===== config.mk =====
export PLATFORM = sky130hd
export DESIGN_NAME = awg_param_ctrl
export DESIGN_NICKNAME = d
export VERILOG_FILES = /design/src/rtl/awg_pkg.sv /design/src/rtl/awg_gap_timer.sv /design/src/rtl/awg_param_ctrl.sv
export SDC_FILE = /design/constraint.sdc
export NUM_CORES = 1
export LEC_CHECK = 0
export BUFFER_PORTS_ARGS = -buffer_cell sky130_fd_sc_hd__buf_2
export CAP_MARGIN = 0
export CELL_PAD_IN_SITES_DETAIL_PLACEMENT = 0
export CELL_PAD_IN_SITES_GLOBAL_PLACEMENT = 1
export CORE_MARGIN = 5
export CORE_UTILIZATION = 35
export DETAILED_ROUTE_END_ITERATION = 6
export PLACE_DENSITY_LB_ADDON = 0.1
export SYNTH_ARGS = -nofsm -noshare
export SYNTH_HDL_FRONTEND = slang
export SYNTH_HIERARCHICAL = 1
export SYNTH_SLANG_ARGS = --single-unit

===== constraint.sdc =====
create_clock -name clk -period 2.85 [get_ports clk]
set_input_delay 0.1425 -clock clk [delete_from_list [all_inputs] [get_ports clk]]
set_output_delay 0.1425 -clock clk [all_outputs]
set_load 0.02 [all_outputs]

===== src/rtl/awg_pkg.sv =====
// Shared definitions for the AWG command link: frame bytes, command codes, FSM encoding.
// Also used by host-side benches, so keep it free of implementation detail.
package awg_pkg;

  localparam logic [7:0] HDR = 8'hA5;
  localparam logic [7:0] ACK = 8'h06;
  localparam logic [7:0] NAK = 8'h15;

  localparam logic [7:0] CMD_FREQ   = 8'h01;
  localparam logic [7:0] CMD_AMP    = 8'h02;
  localparam logic [7:0] CMD_PHASE  = 8'h03;
  localparam logic [7:0] CMD_EN     = 8'h04;
  localparam logic [7:0] CMD_COMMIT = 8'h05;

  typedef enum logic [2:0] {
    ST_IDLE,
    ST_HDR_OK,
    ST_GOT_CMD,
    ST_GOT_DHI,
    ST_GOT_DLO,
    ST_EXEC,
    ST_RESP
  } state_t;

  // Range rule per command; amp may never be 0 since the generator divides by it.
  function automatic logic cmd_legal(input logic [7:0] cmd, input logic [15:0] d);
    logic ok;
    ok = 1'b0;
    case (cmd)
      CMD_FREQ:   ok = (d[15:12] == 4'd0);
      CMD_AMP:    ok = (d >= 16'd1) && (d <= 16'd7);
      CMD_PHASE:  ok = (d[15:8] == 8'd0);
      CMD_EN:     ok = (d[15:1] == 15'd0);
      CMD_COMMIT: ok = 1'b1;
      default:    ok = 1'b0;
    endcase
    return ok;
  endfunction

endpackage


===== src/rtl/awg_gap_timer.sv =====
// Inter-byte gap timer: reloads on clear, counts down while enabled,
// and flags expiry on the last allowed cycle of the gap.
module awg_gap_timer #(
  parameter int unsigned TIMEOUT_CYC = 50000
) (
  input  logic clk,
  input  logic rst,
  input  logic clear,
  input  logic enable,
  output logic expired
);

  localparam int W = $clog2(TIMEOUT_CYC) + 1;
  localparam logic [W-1:0] LOAD = W'(TIMEOUT_CYC - 1);

  logic [W-1:0] cnt;

  always_ff @(posedge clk) begin
    if (rst) begin
      cnt <= '0;
    end else if (clear) begin
      cnt <= LOAD;
    end else if (enable && (cnt != '0)) begin
      cnt <= cnt - 1'b1;
    end
  end

  assign expired = enable && (cnt == '0);

endmodule


===== src/rtl/awg_param_ctrl.sv =====
// Frame decoder and shadow/live parameter bank for the square-wave generator.
// state      | meaning
// IDLE       | hunting for header, other bytes dropped
// HDR_OK     | header seen, waiting for CMD
// GOT_CMD    | waiting for DHI
// GOT_DHI    | waiting for DLO
// GOT_DLO    | waiting for CSUM
// EXEC       | validate frame, update regs, latch response
// RESP       | presenting ACK/NAK until taken
module awg_param_ctrl
  import awg_pkg::*;
#(
  parameter int unsigned TIMEOUT_CYC = 50000,
  parameter logic [11:0] FREQ_RST    = 12'd64,
  parameter logic [2:0]  AMP_RST     = 3'd1,
  parameter logic [7:0]  PHASE_RST   = 8'd0
) (
  input  logic        clk,
  input  logic        rst,
  input  logic [7:0]  rx_data,
  input  logic        rx_valid,
  output logic        rx_ready,
  output logic [7:0]  tx_data,
  output logic        tx_valid,
  input  logic        tx_ready,
  output logic        en,
  output logic [11:0] freq,
  output logic [2:0]  amp,
  output logic [7:0]  phase,
  output logic        update
);

  state_t state, state_n;

  logic [7:0]  cmd_q, dhi_q, dlo_q, csum_q;
  logic        shadow_en;
  logic [11:0] shadow_freq;
  logic [2:0]  shadow_amp;
  logic [7:0]  shadow_phase;

  logic        acc, in_frame, expired, frame_ok;
  logic [15:0] d;

  assign rx_ready = (state != ST_EXEC) && (state != ST_RESP);
  assign tx_valid = (state == ST_RESP);
  assign acc      = rx_valid && rx_ready;
  assign in_frame = (state == ST_HDR_OK) || (state == ST_GOT_CMD) ||
                    (state == ST_GOT_DHI) || (state == ST_GOT_DLO);
  assign d        = {dhi_q, dlo_q};
  assign frame_ok = (csum_q == (cmd_q ^ dhi_q ^ dlo_q)) && cmd_legal(cmd_q, d);

  awg_gap_timer #(.TIMEOUT_CYC(TIMEOUT_CYC)) u_gap_timer (
    .clk     (clk),
    .rst     (rst),
    .clear   (acc),
    .enable  (in_frame),
    .expired (expired)
  );

  always_ff @(posedge clk) begin
    if (rst) state <= ST_IDLE;
    else     state <= state_n;
  end

  always_comb begin
    state_n = state;
    case (state)
      ST_IDLE:    if (acc && (rx_data == HDR)) state_n = ST_HDR_OK;
      ST_HDR_OK:  if (acc) state_n = ST_GOT_CMD; else if (expired) state_n = ST_IDLE;
      ST_GOT_CMD: if (acc) state_n = ST_GOT_DHI; else if (expired) state_n = ST_IDLE;
      ST_GOT_DHI: if (acc) state_n = ST_GOT_DLO; else if (expired) state_n = ST_IDLE;
      ST_GOT_DLO: if (acc) state_n = ST_EXEC;    else if (expired) state_n = ST_IDLE;
      ST_EXEC:    state_n = ST_RESP;
      ST_RESP:    if (tx_ready) state_n = ST_IDLE;
      default:    state_n = ST_IDLE;
    endcase
  end

  // Registers only move in EXEC, so an aborted frame never touches shadow or live.
  always_ff @(posedge clk) begin
    if (rst) begin
      cmd_q        <= '0;
      dhi_q        <= '0;
      dlo_q        <= '0;
      csum_q       <= '0;
      tx_data      <= '0;
      update       <= 1'b0;
      en           <= 1'b0;
      freq         <= FREQ_RST;
      amp          <= AMP_RST;
      phase        <= PHASE_RST;
      shadow_en    <= 1'b0;
      shadow_freq  <= FREQ_RST;
      shadow_amp   <= AMP_RST;
      shadow_phase <= PHASE_RST;
    end else begin
      update <= 1'b0;
      if (acc) begin
        case (state)
          ST_HDR_OK:  cmd_q  <= rx_data;
          ST_GOT_CMD: dhi_q  <= rx_data;
          ST_GOT_DHI: dlo_q  <= rx_data;
          ST_GOT_DLO: csum_q <= rx_data;
          default: ;
        endcase
      end
      if (state == ST_EXEC) begin
        tx_data <= frame_ok ? ACK : NAK;
        if (frame_ok) begin
          case (cmd_q)
            CMD_FREQ:  shadow_freq  <= d[11:0];
            CMD_AMP:   shadow_amp   <= d[2:0];
            CMD_PHASE: shadow_phase <= d[7:0];
            CMD_EN:    shadow_en    <= d[0];
            CMD_COMMIT: begin
              en     <= shadow_en;
              freq   <= shadow_freq;
              amp    <= shadow_amp;
              phase  <= shadow_phase;
              update <= 1'b1;
            end
            default: ;
          endcase
        end
      end
    end
  end

endmodule


### Word-level counts from Yosys, hierarchy flattened

Cells that the tools add are included.

* flip-flop bits (word level): 109
* output and inout port bits: 35

* add/sub/neg operators: 1
* magnitude comparators: 2
* equal/unequal tests: 17
* multiplexer cells: 13
* bitwise gates (word level): 4
* reductions and logical operators: 29

Operator list (count)
* $mux W16: 2
* $mux W3: 7
* $pmux W3 S7: 1
* $logic_not A17 Y1: 1
* $reduce_bool A17 Y1: 1
* $sub A17 B1 Y17 const B: 1
* $eq A8 B2 Y1 const B: 2
* $eq A8 B3 Y1 const B: 2
* $ge A16 B1 Y1 const B: 1
* $le A16 B3 Y1 const B: 1
* $xor A8 B8 Y8: 2
* $logic_not A15 Y1: 1
* $reduce_and A3 Y1: 5
* $reduce_and A2 Y1: 5
* $eq A3 B3 Y1 const B: 3
* $eq A8 B1 Y1 const B: 1
* $eq A8 B8 Y1: 1
* $eq A8 B8 Y1 const B: 1
* $logic_not A8 Y1: 1
* $logic_and A1 B1 Y1: 7
* $eq A3 B2 Y1 const B: 2
* $ne A3 B3 Y1 const B: 2
* $mux W5: 1
* $pmux W1 S5: 1
* 11 further kinds: 14

### Depth between registers and ports, before layout

* depth in word-level cells: 8
* mapped depth: 10
* depth with buffers taken out: 9

### Cells and area by module

Netlist, hierarchy kept.

By module, submodules not included
* awg_param_ctrl: instances 1, cells each 408, area each 3668.5 um2, seq. area each 1741.7 um2
* awg_gap_timer: instances 1, cells each 113, area each 959.7 um2, seq. area each 340.3 um2

### Least setup slack after synthesis

Ideal clock, no wire load.

* path kind: reg2reg
* start: register state[1]
* end: register u_gap_timer.cnt[7]
* arrival: 2160 ps
* required time: 2781 ps
* path slack: 621 ps
* cell stages (with the launch flop): 10
* buffers on the path: 3
* clock period less this slack: 2229 ps
* cell sequence: dfxtp_1 > clkbuf_1 > nand2b_1 > nor2_1 > nor3_1 > clkbuf_1 > or2_2 > buf_1 > or3_1 > o21ai_1

RTL lines
* from (decl): line awg_param_ctrl.sv:33 `state_t state, state_n;`
* from (signal assigned): line awg_param_ctrl.sv:62 `else state <= state_n;`
* $ne A3 B3 Y1: line awg_param_ctrl.sv:44 `assign rx_ready = (state != ST_EXEC) && (state != ST_RESP);`
* $logic_and A1 B1 Y1 (*): line awg_param_ctrl.sv:44
* $logic_and A1 B1 Y1 (*): line awg_param_ctrl.sv:46 `assign acc = rx_valid && rx_ready;`
* named net acc: line awg_param_ctrl.sv:41 `logic acc, in_frame, expired, frame_ok;`
* $reduce_or A2 Y1 (no source line) (*)
* to (signal assigned): line awg_gap_timer.sv:24 `cnt <= cnt - 1'b1;`
* to (decl): line awg_gap_timer.sv:16 `logic [W-1:0] cnt;`

The timed path passes the listed nets; every way through them passes the cells marked *.
A chain may end at the register's enable or synchronous reset.

### Worst setup path in the final report

* start: register dlo_q[3]
* end: register shadow_freq[6]

* longest elaborated chain between the ends: 5

RTL lines
* from (decl): line awg_param_ctrl.sv:35 `logic [7:0] cmd_q, dhi_q, dlo_q, csum_q;`
* from (signal assigned): line awg_param_ctrl.sv:102 `ST_GOT_DHI: dlo_q <= rx_data;`
* $ge A16 B1 Y1 or $le A16 B3 Y1 (tied branches): line awg_pkg.sv:31 `CMD_AMP: ok = (d >= 16'd1) && (d <= 16'd7);`
* $logic_and A1 B1 Y1: line awg_pkg.sv:31
* $pmux W1 S5: line awg_pkg.sv:29 `case (cmd)`
* $logic_and A1 B1 Y1 (*): line awg_param_ctrl.sv:50 `assign frame_ok = (csum_q == (cmd_q ^ dhi_q ^ dlo_q)) && cmd_legal(cmd_q, d);`
* $reduce_and A3 Y1 (no source line) (*)
* to (signal assigned): line awg_param_ctrl.sv:111 `CMD_FREQ: shadow_freq <= d[11:0];`
* to (decl): line awg_param_ctrl.sv:37 `logic [11:0] shadow_freq;`

Mark *: on every way between the ends. The rest lies on a longest branch, timed or not.

==> flow_summary.toml <==
[drt]
dr.pass1.iters = 5
route.antenna.remaining_nets = 0
drtIter0Drc = 224
post-route-drc-count = 0
wl_um = 11600
vias = 3805
wl_per_cell_um = 15.7
vias_per_cell = 5.16

[die]
initial_core_util = 0.354
rows = 42
dieArea_um2 = 15600
ios = 47
core_um2 = 13100
die_h_um = 125
dieWidth_um = 125

[worst_hold_path]
min_path_type = "primary input to register"

[global_route]
grt_overflow = 0
grt_use_total = 0.151
grt_max_degree = 74
grt_pass1_vias = 3612
grt_pass1_wl_um = 19300
antenna_found_initial = 0

[layout]
fillers = 1415
antenna_cells = 0
area_delta_synth_final_pct = 14.9
fin_area_um2 = 5320
drive_gt1_frac = 0.148
nets = 570
fin_cells = 738
finish.utilization = 0.406

[sta]
setup_tns_ns = 0
worst_pin_slew_ns = 0.672
hold_ws_ns = 0.0779
hold_violations = 0
period_share = 0.863
slew_headroom = 0.552
fmax_mhz = 407
setup_viol = 0
fin_skew_ns = 0.00844
final.min_clock_period_ns = 2.46
rsz0062_at_grt = "false"
finalMaxSlewViolations = 0

[run]
drv_cap = 0

[yosys]
async_flop_share = 0
synth_cell_types = 64
synth_edf_count = 0
yosys_register_bits = 104
synth_warnings = 6
syn_area_per_cell_um2 = 8.88
ys.flop_type = "dfxtp_1"
ys_seq_area_frac = 0.450
syn_inst = 521
netlist_area_um2 = 4630

[worst_setup_path]
cp_slowest_cell = "or4_1"
worstPathCellList = "or4_1, nor3_2, o2111a_2, nand4_2, a211o_1"
worst_setup_path_start_kind = "register"
cp_data_arrival_time_ns = 2.70
cp-end-kind = "register"
max_stage_delay_ns = 0.59
crit_fanout = 13
required_ns = 3.09
critPathKind = "register to register"

[place]
place_inst = 722
place_area_um2 = 5020
place.gp.congestion = 0.862
place_hpwl_um = 8370
io_buffers = 42

[pwr]
vdd_drop_max_mv = 0.255
p_leak_nw = 2.28
p_per_area_nw_per_um2 = 532

[cts]
root_buffer = "clkbuf_16"
cts_tree = "built"
clk_latency_ns = 0.35
htree_levels = 3
numCtsBuffers = 9
cts_resized = 0
hold_buffers = 0
cts_setup_buffers = 0
cts_buffer_depth = 2
clk_pin_slew_worst_paths_ns = 0.07
cts_sinks = 104

[outcome]
status = "completed"
report_power, final:
part           internal (mW)  switching [mW]  leakage [nW]
clock                  0.675           0.569         0.146
sequential              1.46          0.0110         0.840
combinational         0.0335          0.0803          1.29
total                   2.17           0.660          2.28
Yosys cell counts (2+ instances only):
cell        n  share of area
buf_2       3         0.0032
xor2_1      9          0.017
or3_1       6         0.0081
dfxtp_1   104           0.45
a31oi_1     4         0.0054
nand4_1     5         0.0068
nand2b_1    8          0.011
xnor2_1    17          0.032
a21oi_1    40          0.043
o21ai_0     8         0.0087
nor2b_1     2         0.0027
inv_1       8         0.0065
clkbuf_1   19          0.015
o41ai_1     2         0.0038
nand4_2     2         0.0054
nor3_1     11          0.012
a311oi_1    2         0.0038
or4_1       5         0.0081
a211oi_1    2         0.0032
a21o_1      3         0.0049
nor4_4      2         0.0092
nand2_1    63          0.051
o21ai_1     4         0.0043
nor4_1      6         0.0081
mux2i_1    51           0.11
and3_1      3         0.0041
nand3b_1    4         0.0065
nor4_2      2         0.0054
o31ai_1     3         0.0049
or2_2       2         0.0027
nor4b_1     2         0.0038
buf_1       2         0.0016
nand3_1     7         0.0076
nor2_1     74          0.060
buf_4       7          0.011
worst max-delay path, delay by kind of cell, from the launching register on:
kind / cells / cell delay [ns]
DFF: 1 / 0.36
and+or+nand+nor: 3 / 1.27
AOI/OAI and AO/OA: 2 / 0.71
path summary, 6_finish.rpt:
kind | depth (start not counted) | startpoint | slack (ns) | to
max | 5 | dlo_q[3] | 0.39 | shadow_freq[6]
max reg2reg | 5 | dlo_q[3] | 0.39 | shadow_freq[6]
min reg2reg | 2 | tx_data[2] | 0.47 | tx_data[2]
min | 3 | rx_data[2] | 0.08 | csum_q[2]
registers in the layout (all words and copies together) (netlist names):
name             flops
en                   1
dhi_q                8
shadow_en            1
csum_q               8
update               1
shadow_phase         8
freq                12
tx_data              3
shadow_amp           3
phase                8
dlo_q                8
shadow_freq         12
state                3
u_gap_timer/cnt     17
cmd_q                8
amp                  3
cell usage in the layout (no fill, tap or decap), types with 9 or more instances in the layout:
cell type  instances
nor3_1            11
mux2i_1           51
xor2_1             9
buf_4             10
a21oi_1           40
nand2_1           63
xnor2_1           17
nor2_1            74
clkbuf_16          9
buf_2             42
dfxtp_1          104
per-stage QoR:
stage / total power [mW] / setup slack (ns)
4_1_cts: 2.87 / 0.397
5_1_grt: 2.94 / 0.309
2_1_floorplan: 1.58 / 0.621
3_3_place_gp: 1.62 / 0.482
6_report: 2.83 / 0.390
3_5_place_dp: 1.62 / 0.414
final cells by class:
class / count / area [um2] / area share
Clock buffer: 12 / 267 / 0.0501
Tap cell: 176 / 220 / 0.0414
Inverter: 8 / 30.0 / 0.00565
Timing Repair Buffer: 53 / 305 / 0.0574
Multi-Input combinational cell: 381 / 2380 / 0.448
Sequential cell: 104 / 2080 / 0.391
Clock inverter: 4 / 33.8 / 0.00635
metal layers:
layer / wire, um / vias to the layer above / track usage
met5: 0 / - / 0
met3: 415 / 15 / 0.0281
li1: - / 1892 / -
met2: 5210 / 68 / 0.233
met4: 182 / 0 / 0.0561
met1: 5800 / 1830 / 0.212
kinds of logic after synthesis:
family / Yosys count / synth area share
and+or+nand+nor: 217 / 0.237
muxes: 52 / 0.113
other: 1 / 0.000810
xor gates and xnor gates: 26 / 0.0492
DFF: 104 / 0.450
buffers and inverters: 39 / 0.0381
AOI/OAI and AO/OA: 81 / 0.109
adders and majority gates: 1 / 0.00270
No activity file was read; power rests on OpenSTA's default activity.
